**src/rtl/idex_ctrl_pkg.sv**
```systemverilog
// Shared types and sizes for the ID/EX issue controller.
// Register index width, register count, register-file type and vector FSM states.
package idex_ctrl_pkg;

    localparam int REG_IDX_W = 4;
    localparam int NUM_REGS  = 16;

    typedef enum logic {
        RT_SCALAR = 1'b0,
        RT_VECTOR = 1'b1
    } reg_type_t;

    typedef enum logic {
        RUN,
        VBUSY
    } vec_state_t;

endpackage

```
**src/rtl/idex_scoreboard.sv**
```systemverilog
// Pending-write scoreboard for the scalar and vector register files.
// Ports: clk, rst, clear (writeback) and set (issue) requests,
//        pending (registered bits), eff_pend (pending with this cycle's clear applied).
module idex_scoreboard
    import idex_ctrl_pkg::*;
(
    input  logic                  clk,
    input  logic                  rst,
    input  logic                  clr_en,
    input  reg_type_t             clr_type,
    input  logic [REG_IDX_W-1:0]  clr_idx,
    input  logic                  set_en,
    input  reg_type_t             set_type,
    input  logic [REG_IDX_W-1:0]  set_idx,
    output logic [2*NUM_REGS-1:0] pending,
    output logic [2*NUM_REGS-1:0] eff_pend
);

    logic [2*NUM_REGS-1:0] clr_mask;
    logic [2*NUM_REGS-1:0] set_mask;

    // Bit index is {type, idx}: scalar in [15:0], vector in [31:16].
    always_comb begin
        clr_mask = '0;
        set_mask = '0;
        if (clr_en) clr_mask[{clr_type, clr_idx}] = 1'b1;
        if (set_en) set_mask[{set_type, set_idx}] = 1'b1;
    end

    // Write-first register file: a retiring write resolves the hazard now.
    assign eff_pend = pending & ~clr_mask;

    // Set is applied after clear so a new producer keeps the bit.
    always_ff @(posedge clk) begin
        if (rst) pending <= '0;
        else     pending <= eff_pend | set_mask;
    end

endmodule

```
**src/rtl/id_ex_issue_ctrl.sv**
```systemverilog
// ID/EX issue controller: hazard detection, stall/bubble control, vector unit occupancy.
// Ports: decode operands/dest, writeback retire, flush -> issue, stall_id, bubble_ex,
//        vec_busy, sb_pending. IDEX_PERF_CNT_EN adds stall_cycles and flush_cycles.
module id_ex_issue_ctrl
    import idex_ctrl_pkg::*;
#(
    parameter int VEC_LAT = 4
) (
    input  logic                 clk,
    input  logic                 rst,
    input  logic                 id_valid,
    input  logic                 id_r1_use,
    input  logic [REG_IDX_W-1:0] id_r1_idx,
    input  logic                 id_r1_type,
    input  logic                 id_r2_use,
    input  logic [REG_IDX_W-1:0] id_r2_idx,
    input  logic                 id_r2_type,
    input  logic                 id_wb_en,
    input  logic [REG_IDX_W-1:0] id_dest,
    input  logic                 id_dest_type,
    input  logic                 id_is_vec_op,
    input  logic                 wb_valid,
    input  logic [REG_IDX_W-1:0] wb_dest,
    input  logic                 wb_dest_type,
    input  logic                 flush,
`ifdef IDEX_PERF_CNT_EN
    output logic [31:0]          stall_cycles,
    output logic [31:0]          flush_cycles,
`endif
    output logic                 issue,
    output logic                 stall_id,
    output logic                 bubble_ex,
    output logic                 vec_busy,
    output logic [31:0]          sb_pending
);

    localparam logic [3:0] VCNT_LOAD = 4'(VEC_LAT - 1);
    localparam bit         MULTI     = (VEC_LAT > 1);

    vec_state_t  state, state_n;
    logic [3:0]  vcnt, vcnt_n;
    logic [31:0] eff_pend;
    logic        raw, waw, st_haz, hazard, live, vec_issue;

    idex_scoreboard u_sb (
        .clk      (clk),
        .rst      (rst),
        .clr_en   (wb_valid),
        .clr_type (reg_type_t'(wb_dest_type)),
        .clr_idx  (wb_dest),
        .set_en   (issue & id_wb_en),
        .set_type (reg_type_t'(id_dest_type)),
        .set_idx  (id_dest),
        .pending  (sb_pending),
        .eff_pend (eff_pend)
    );

    assign raw = (id_r1_use & eff_pend[{id_r1_type, id_r1_idx}])
               | (id_r2_use & eff_pend[{id_r2_type, id_r2_idx}]);
    assign waw = id_wb_en & eff_pend[{id_dest_type, id_dest}];
    // On the last busy cycle the unit frees at this edge: allow back-to-back.
    assign st_haz = id_is_vec_op & (state == VBUSY) & (vcnt > 4'd1);
    assign hazard = raw | waw | st_haz;

    // Flush and reset both win over any hazard.
    assign live      = id_valid & ~flush & ~rst;
    assign issue     = live & ~hazard;
    assign stall_id  = live & hazard;
    assign bubble_ex = ~issue;
    assign vec_issue = issue & id_is_vec_op;
    assign vec_busy  = (state == VBUSY);

    always_comb begin
        state_n = state;
        vcnt_n  = vcnt;
        unique case (state)
            RUN: begin
                if (vec_issue && MULTI) begin
                    state_n = VBUSY;
                    vcnt_n  = VCNT_LOAD;
                end
            end
            VBUSY: begin
                if (vec_issue) begin
                    vcnt_n = VCNT_LOAD;
                end else if (vcnt <= 4'd1) begin
                    state_n = RUN;
                    vcnt_n  = 4'd0;
                end else begin
                    vcnt_n = vcnt - 4'd1;
                end
            end
            default: begin
                state_n = RUN;
                vcnt_n  = 4'd0;
            end
        endcase
    end

    always_ff @(posedge clk) begin
        if (rst) begin
            state <= RUN;
            vcnt  <= 4'd0;
        end else begin
            state <= state_n;
            vcnt  <= vcnt_n;
        end
    end

`ifdef IDEX_PERF_CNT_EN
    always_ff @(posedge clk) begin
        if (rst) begin
            stall_cycles <= '0;
            flush_cycles <= '0;
        end else begin
            if (stall_id)          stall_cycles <= stall_cycles + 32'd1;
            if (flush && id_valid) flush_cycles <= flush_cycles + 32'd1;
        end
    end
`endif

endmodule

```
**config.mk**
```make
export PLATFORM = sky130hd
export DESIGN_NAME = id_ex_issue_ctrl
export DESIGN_NICKNAME = d
export VERILOG_FILES = /design/src/rtl/idex_ctrl_pkg.sv /design/src/rtl/idex_scoreboard.sv /design/src/rtl/id_ex_issue_ctrl.sv
export SDC_FILE = /design/constraint.sdc
export NUM_CORES = 1
export LEC_CHECK = 0
export BUFFER_PORTS_ARGS = -buffer_cell sky130_fd_sc_hd__buf_2
export CAP_MARGIN = 25
export CORE_ASPECT_RATIO = 1.75
export CORE_MARGIN = 3
export CORE_UTILIZATION = 45
export DETAILED_ROUTE_END_ITERATION = 16
export PLACE_DENSITY = 0.66
export SYNTH_ARGS = -nofsm -noshare
export SYNTH_HDL_FRONTEND = slang
export SYNTH_SLANG_ARGS = --single-unit
```
**constraint.sdc**
```tcl
create_clock -name clk -period 3.6 [get_ports clk]
set_clock_uncertainty 0.1 [all_clocks]
set_input_delay 0.18 -clock clk [delete_from_list [all_inputs] [get_ports clk]]
set_output_delay 0.18 -clock clk [all_outputs]
set_load 0.02 [all_outputs]
```
# After elaboration in Yosys (flattened, before gate mapping)

Index checks and enable logic that the tools add are counted.

$add $sub $neg: 1
Multiplexer cells: 20
Shift operators: 0
Div/mod/pow operators: 0
Order comparisons: 8
Bitwise gates (word level): 22
Equal/unequal tests: 1
Reductions and logical operators: 2
Multiply operators: 0

Operators with widths:

| operator                                            | number |
|---|---|
| 2-to-1 mux 32 bit                                   | 2 |
| AND 32 bit                                          | 1 |
| NOT 32 bit                                          | 1 |
| OR 32 bit                                           | 1 |
| < comparator 5 x 6 -> 1 bit, second input constant  | 4 |
| binary-select mux 1 bit (select 5 bit)              | 3 |
| 2-to-1 mux 4 bit                                    | 3 |
| AND 1 bit                                           | 11 |
| demux 1 bit (select 5 bit)                          | 2 |
| >= comparator 5 x 1 -> 1 bit, second input constant | 2 |
| 2-to-1 mux 1 bit                                    | 8 |
| one-hot mux 4 bit (2 select lines)                  | 1 |
| NOT 1 bit                                           | 5 |
| > comparator 4 x 1 -> 1 bit, second input constant  | 1 |
| <= comparator 4 x 1 -> 1 bit, second input constant | 1 |
| subtractor 4 x 1 -> 4 bit, second input constant    | 1 |
| OR 1 bit                                            | 3 |
| logical AND 1 bit                                   | 2 |
| inequality test 2 bit, second input constant        | 1 |
| one-hot mux 1 bit (2 select lines)                  | 1 |

Bits in latches: 0
Bits in read-only memories: 0
Flip-flop bits (word level): 37
Memories kept: 0
RAM bits: 0

# Logic depth before layout (Yosys ltp)

Depth after elaboration: 18
Depth in mapped cells: 11
Gate-level depth less buffers: 7

# Modules after synthesis

Synthesis repeated with hierarchy kept, for this count alone.

Cells, all modules: 271
Area total of the unflattened synthesis: 2576.2 µm²

By module, submodules not included:

| module           | cells an instance | area an instance (µm²) | times used | seq. area each (µm²) |
|---|---|---|---|---|
| idex_scoreboard  | 161               | 1382.6                 | 1          | 640.6 |
| id_ex_issue_ctrl | 110               | 1193.6                 | 1          | 100.1 |

# Worst setup path before layout

Ideal clock, no wire load.

Path kind: input -> output
Start: input wb_dest[3]
End: output issue
Stages on the path: 10
Data required time: 3.320 ns
Setup slack: 0.688 ns
Arrival time: 2.632 ns
Buffers on the path: 3
Cells stage by stage: or4b_1 -> buf_2 -> o211ai_2 -> a21oi_1 -> o41ai_1 -> o21ai_1 -> or4_4 -> buf_6 -> buf_2 -> nor3_2

Word-level cells in the longest chain between the ends: 15
Elaborated cells on any way between the ends: 22

Ends and longest elaborated chain:

| element                                                                                           | RTL line                                       | text |
|---|---|---|
| from (decl)                                                                                       | id_ex_issue_ctrl.sv:23                         | `input logic [REG_IDX_W-1:0] wb_dest,` |
| < comparator 5 x 6 -> 1 bit (not written as such) or >= comparator 5 x 1 -> 1 bit (tied branches) | idex_scoreboard.sv:26                          | `if (clr_en) clr_mask[{clr_type, clr_idx}] = 1'b1;` |
| logical AND 1 bit (not written as such)                                                           | idex_scoreboard.sv:26                          |  |
| 2-to-1 mux 1 bit (not written as such)                                                            | idex_scoreboard.sv:26                          |  |
| demux 1 bit (select 5 bit) (*)                                                                    | --                                             |  |
| 2-to-1 mux 32 bit (*)                                                                             | idex_scoreboard.sv:26                          |  |
| NOT 32 bit (*)                                                                                    | idex_scoreboard.sv:31                          | `assign eff_pend = pending & ~clr_mask;` |
| AND 32 bit (*)                                                                                    | idex_scoreboard.sv:31                          |  |
| binary-select mux 1 bit (select 5 bit) (on tied branches)                                         | id_ex_issue_ctrl.sv:58, id_ex_issue_ctrl.sv:59 |  |
| 2-to-1 mux 1 bit (on tied branches)                                                               | id_ex_issue_ctrl.sv:58, id_ex_issue_ctrl.sv:59 |  |
| AND 1 bit (on tied branches)                                                                      | id_ex_issue_ctrl.sv:58, id_ex_issue_ctrl.sv:59 |  |
| OR 1 bit                                                                                          | id_ex_issue_ctrl.sv:59                         | `\| (id_r2_use & eff_pend[{id_r2_type, id_r2_idx}]);` |
| OR 1 bit (*) (2 in series)                                                                        | id_ex_issue_ctrl.sv:63                         | `assign hazard = raw \| waw \| st_haz;` |
| NOT 1 bit (*)                                                                                     | id_ex_issue_ctrl.sv:67                         | `assign issue = live & ~hazard;` |
| AND 1 bit (*)                                                                                     | id_ex_issue_ctrl.sv:67                         |  |
| to (decl)                                                                                         | id_ex_issue_ctrl.sv:30                         | `output logic issue,` |

Mark *: on every way between the ends. The rest lies on a longest branch, timed or not. The select of a mux whose other input is x is not followed.

# Worst setup path after layout

Start: input wb_dest[3]
End: output bubble_ex

Word-level cells in the longest chain between the ends: 16
Elaborated cells on any way between the ends: 23

Ends and longest elaborated chain:

| element                                                                                           | RTL line                                       | text |
|---|---|---|
| < comparator 5 x 6 -> 1 bit (not written as such) or >= comparator 5 x 1 -> 1 bit (tied branches) | idex_scoreboard.sv:26                          |  |
| logical AND 1 bit (not written as such)                                                           | idex_scoreboard.sv:26                          |  |
| 2-to-1 mux 1 bit (not written as such)                                                            | idex_scoreboard.sv:26                          |  |
| demux 1 bit (select 5 bit) (*)                                                                    | --                                             |  |
| 2-to-1 mux 32 bit (*)                                                                             | idex_scoreboard.sv:26                          |  |
| NOT 32 bit (*)                                                                                    | idex_scoreboard.sv:31                          |  |
| AND 32 bit (*)                                                                                    | idex_scoreboard.sv:31                          |  |
| binary-select mux 1 bit (select 5 bit) (on tied branches)                                         | id_ex_issue_ctrl.sv:58, id_ex_issue_ctrl.sv:59 |  |
| 2-to-1 mux 1 bit (on tied branches)                                                               | id_ex_issue_ctrl.sv:58, id_ex_issue_ctrl.sv:59 |  |
| AND 1 bit (on tied branches)                                                                      | id_ex_issue_ctrl.sv:58, id_ex_issue_ctrl.sv:59 |  |
| OR 1 bit                                                                                          | id_ex_issue_ctrl.sv:59                         |  |
| OR 1 bit (*) (2 in series)                                                                        | id_ex_issue_ctrl.sv:63                         |  |
| NOT 1 bit (*)                                                                                     | id_ex_issue_ctrl.sv:67                         |  |
| AND 1 bit (*)                                                                                     | id_ex_issue_ctrl.sv:67                         |  |
| NOT 1 bit (*)                                                                                     | id_ex_issue_ctrl.sv:69                         | `assign bubble_ex = ~issue;` |
| to (decl)                                                                                         | id_ex_issue_ctrl.sv:32                         | `output logic bubble_ex,` |

Marks and branches as above.

==> results.md <==
- Outcome: complete, no violations
- Post-Synthesis Net Count: roughly 480
- Number of enable-type register cells in the synthesized netlist: 0
- Worst setup SP type: primary input
- Final number of setup-violating endpoints: 0
- Standard-cell row count: 39
- Number of instances in the synthesized netlist: between 400 and 500
- Number of buffers created by CTS: 5
- Final net count: roughly 530
- Placed cell areas: between 3000 and 4000 um^2
- Core box area: ~6700 um^2
- Sequential fraction of the synthesis area: between 20% and 30%
- Clock slew seen by the registers of the worst setup and hold paths: approximately 60 ps
- Number of storage elements in the synthesis netlist: 37
- Cell type with the highest occurrence count on the critical path: buf_2
- Cell variety after synth: between 50 and 60
- Source-to-sink clock delay at the later pin of the worst-skew pair: about 290 ps
- Layout Cell Area excl Fill: ~3800 um^2
- Worst relative slew slack: about half
- Most used DFF post-synth: dfxtp_1
- Number of buffers added on ports: between 60 and 70
- Max Fanout on Critical Path: 8
- Post-CTS resize count: 0
- Tot Pwr: 0.00115 W
- Area growth from synthesis to final layout: 20.0%
- Initial drt markers: 453
- Post-CTS Hold Buffers: 0
- Lkg Pwr: about 1.4 nW
- Type of the worst min-delay path: in2reg
- Endpoint type of the worst setup path: output pin
- WP data arrival: between 3000 and 4000 ps
- Final wirelength: approximately 13 mm
- Pins Over Slew Limit: 0
- Hold Fails Final Rpt: 0
- Global-route usage over all layers: between 30% and 40%
- Post-CTS repair timing setup buffer count: 0
- PwrDens: 303 nW/um^2
- Cell at the root of the clock tree: clkbuf_16
- Post-Syn Area: 3160 um^2
- H-tree depth: 2
- Peak per-stage delay on the critical path: 710 ps
- Routability Congestion: between 1 and 1.5
- Worst VDD drop: 0.268 mV
- Clock Tree Buf Depth: 2
- Via count: 3965
- Highest-delay cell along the critical path: or4b_1
- Clock Sink Count: 37
- Number of antenna violations at the first check in global routing: 0
- Max Clock Freq: about 300 MHz
- Via count of the first global-routing pass: between 3000 and 4000
- Mapped Avg Cell Area: 7.12 um^2
- Wire length of the first global-routing pass: 20.4 mm
- Shortest period the worst path allows: ~3300 ps
- Final worst-path cycle share: between 90% and 100%
- Cell Chain, Critical Path: buf_2, or4b_1, o21ai_1, o22ai_1, nor4_1, o2111ai_1, or4_4, or3_1, buf_2
- Detail-routed net length per standard cell: around 23 um
- Unrepaired setup endpoints after global routing: false
- Die outline area: 8110 um^2
- Initial core utilization: 47.3%
- Share of post-route cells with drive strength above 1: about a fifth
- Critical path required time: 3320 ps
- Final hold slack: around 190 ps
- Total overflow reported by the global router: 0
- Post-route DRC violation count: 0
- Final total negative setup slack: 0 ps
- Pin count of the biggest net entering global routing: 27
- Tightest Pin Transition: around 780 ps
- Reported max-cap violation count: 0
- Clock tree from TritonCTS: built
- Number of nets still failing antenna checks after routing: 0
- Share of async-settable or async-resettable flops after synthesis: 0%
- Ports placed on the boundary: 65
- Type of the worst setup path: in2out
- Number of diodes: 0
- Synthesis warning total: 0
- Vertical die dimension: 117 um
- First-pass DRT Iterations: 6
- Via density: between 6 and 7
- Floorplan die width: approximately 70 um
- Half-perimeter wire length after placement: 10.1 mm
==> report_power, final <==
group | switching [W] | total (W) | internal [W]
clock | 0.000185 | 0.000531 | 0.000346
sequential | 0.00000339 | 0.000416 | 0.000413
combinational | 0.000145 | 0.000204 | 0.0000592
total | 0.000333 | 0.00115 | 0.000818
==> layout make-up <==
cell class / count / area [um^2]
timing repair buffer: 90 / 515
fill: 635 / 2890
multi-input combinational: 358 / 2220
sequential: 37 / 741
clock buffer: 6 / 139
tap: 82 / 103
inverter: 11 / 41.3
clock inverter: 2 / 37.5
==> state kept, by name, indices dropped and copies added, names as in the netlist <==
signal and cells:
vec_busy 1, vcnt 4, u_sb.pending 32
==> synth_stat cells, types with 6 or more instances <==
cell	instances	area, um^2
nor2b_1	12	75.1
dfxtp_1	37	741
mux2i_1	11	110
nor4_1	6	37.5
buf_1	6	22.5
buf_2	6	30.0
a21oi_1	8	40.0
nand2_1	30	113
nand3_1	18	90.1
clkbuf_1	24	90.1
o211ai_1	18	135
o2111ai_1	13	114
o21ai_1	58	290
o31ai_1	7	52.6
nand4_1	13	81.3
inv_1	11	41.3
o22ai_1	22	138
nor2_1	41	154
o32ai_1	6	52.6
o21ai_0	17	85.1
nand2b_1	25	156
==> through the flow <==
stage / cells / util, % / worst slack (ps)
final: 586 / 56.8 / 258
after CTS: 586 / 56.8 / 322
after global placement: 578 / 54.1 / 292
after floorplan: 444 / - / 688
after global routing: 586 / 56.8 / 188
after detailed placement: 578 / 54.1 / 338
==> routing by layer <==
metal / part of all wire [%] / vias up / track usage, %
li1: - / 1810 / -
met1: 35 / 1807 / 34.8
met2: 50 / 263 / 58.4
met3: 7.3 / 85 / 6.07
met4: 8.2 / 0 / 22.2
met5: 0 / - / 0
==> worst paths after layout <==
check	startpoint	end	slack, ps	cells after the start
worst min register to register	vcnt[1]	vcnt[1]	500	2
worst max-delay path	wb_dest[3]	bubble_ex	260	9
worst min-delay path	id_wb_en	u_sb.pending[18]	190	3
worst max register to register	u_sb.pending[22]	vec_busy	890	7
==> critical path: cells and delay by family <==
| family | cells | cell delay, ps |
|---|---|---|
| compound gates | 3 | 730 |
| buf+inv | 2 | 300 |
| simple gates | 4 | 1840 |
==> placed cells by master (no fill, tap or decap), drive strengths merged, types with 2 or more instances in the layout <==
cell type | synthesis | routed
nand4bb | 3 | 3
o41ai | 2 | 2
and3 | 3 | 3
inv | 11 | 11
or3 | 2 | 2
o2111a | 2 | 2
o32ai | 6 | 6
buf | 14 | 90
nand3 | 18 | 18
o211ai | 19 | 19
o21ai | 75 | 75
and2 | 2 | 2
o2111ai | 13 | 13
nor4 | 6 | 6
nand2b | 25 | 25
mux4 | 3 | 3
o31ai | 7 | 7
dfxtp | 37 | 37
mux2i | 11 | 11
nand4 | 13 | 13
nand4b | 5 | 5
nor2b | 12 | 12
nor3 | 3 | 3
a21oi | 8 | 8
or4b | 2 | 2
nand2 | 30 | 30
nand3b | 4 | 4
o22ai | 22 | 22
a22oi | 2 | 2
or2 | 2 | 2
ha | 2 | 2
nor2 | 42 | 42
clkbuf | 24 | 6
==> logic make-up after synthesis <==
logic type	synth area share [%]
adder cells (fa/ha/maj)	0.791
AO/OA/AOI/OAI	33.3
multiplexers	5.62
AND/OR/NAND/NOR	30.5
buffers and inverters	6.41
flip-flops	23.4
(Power assumes the default switching activity.)
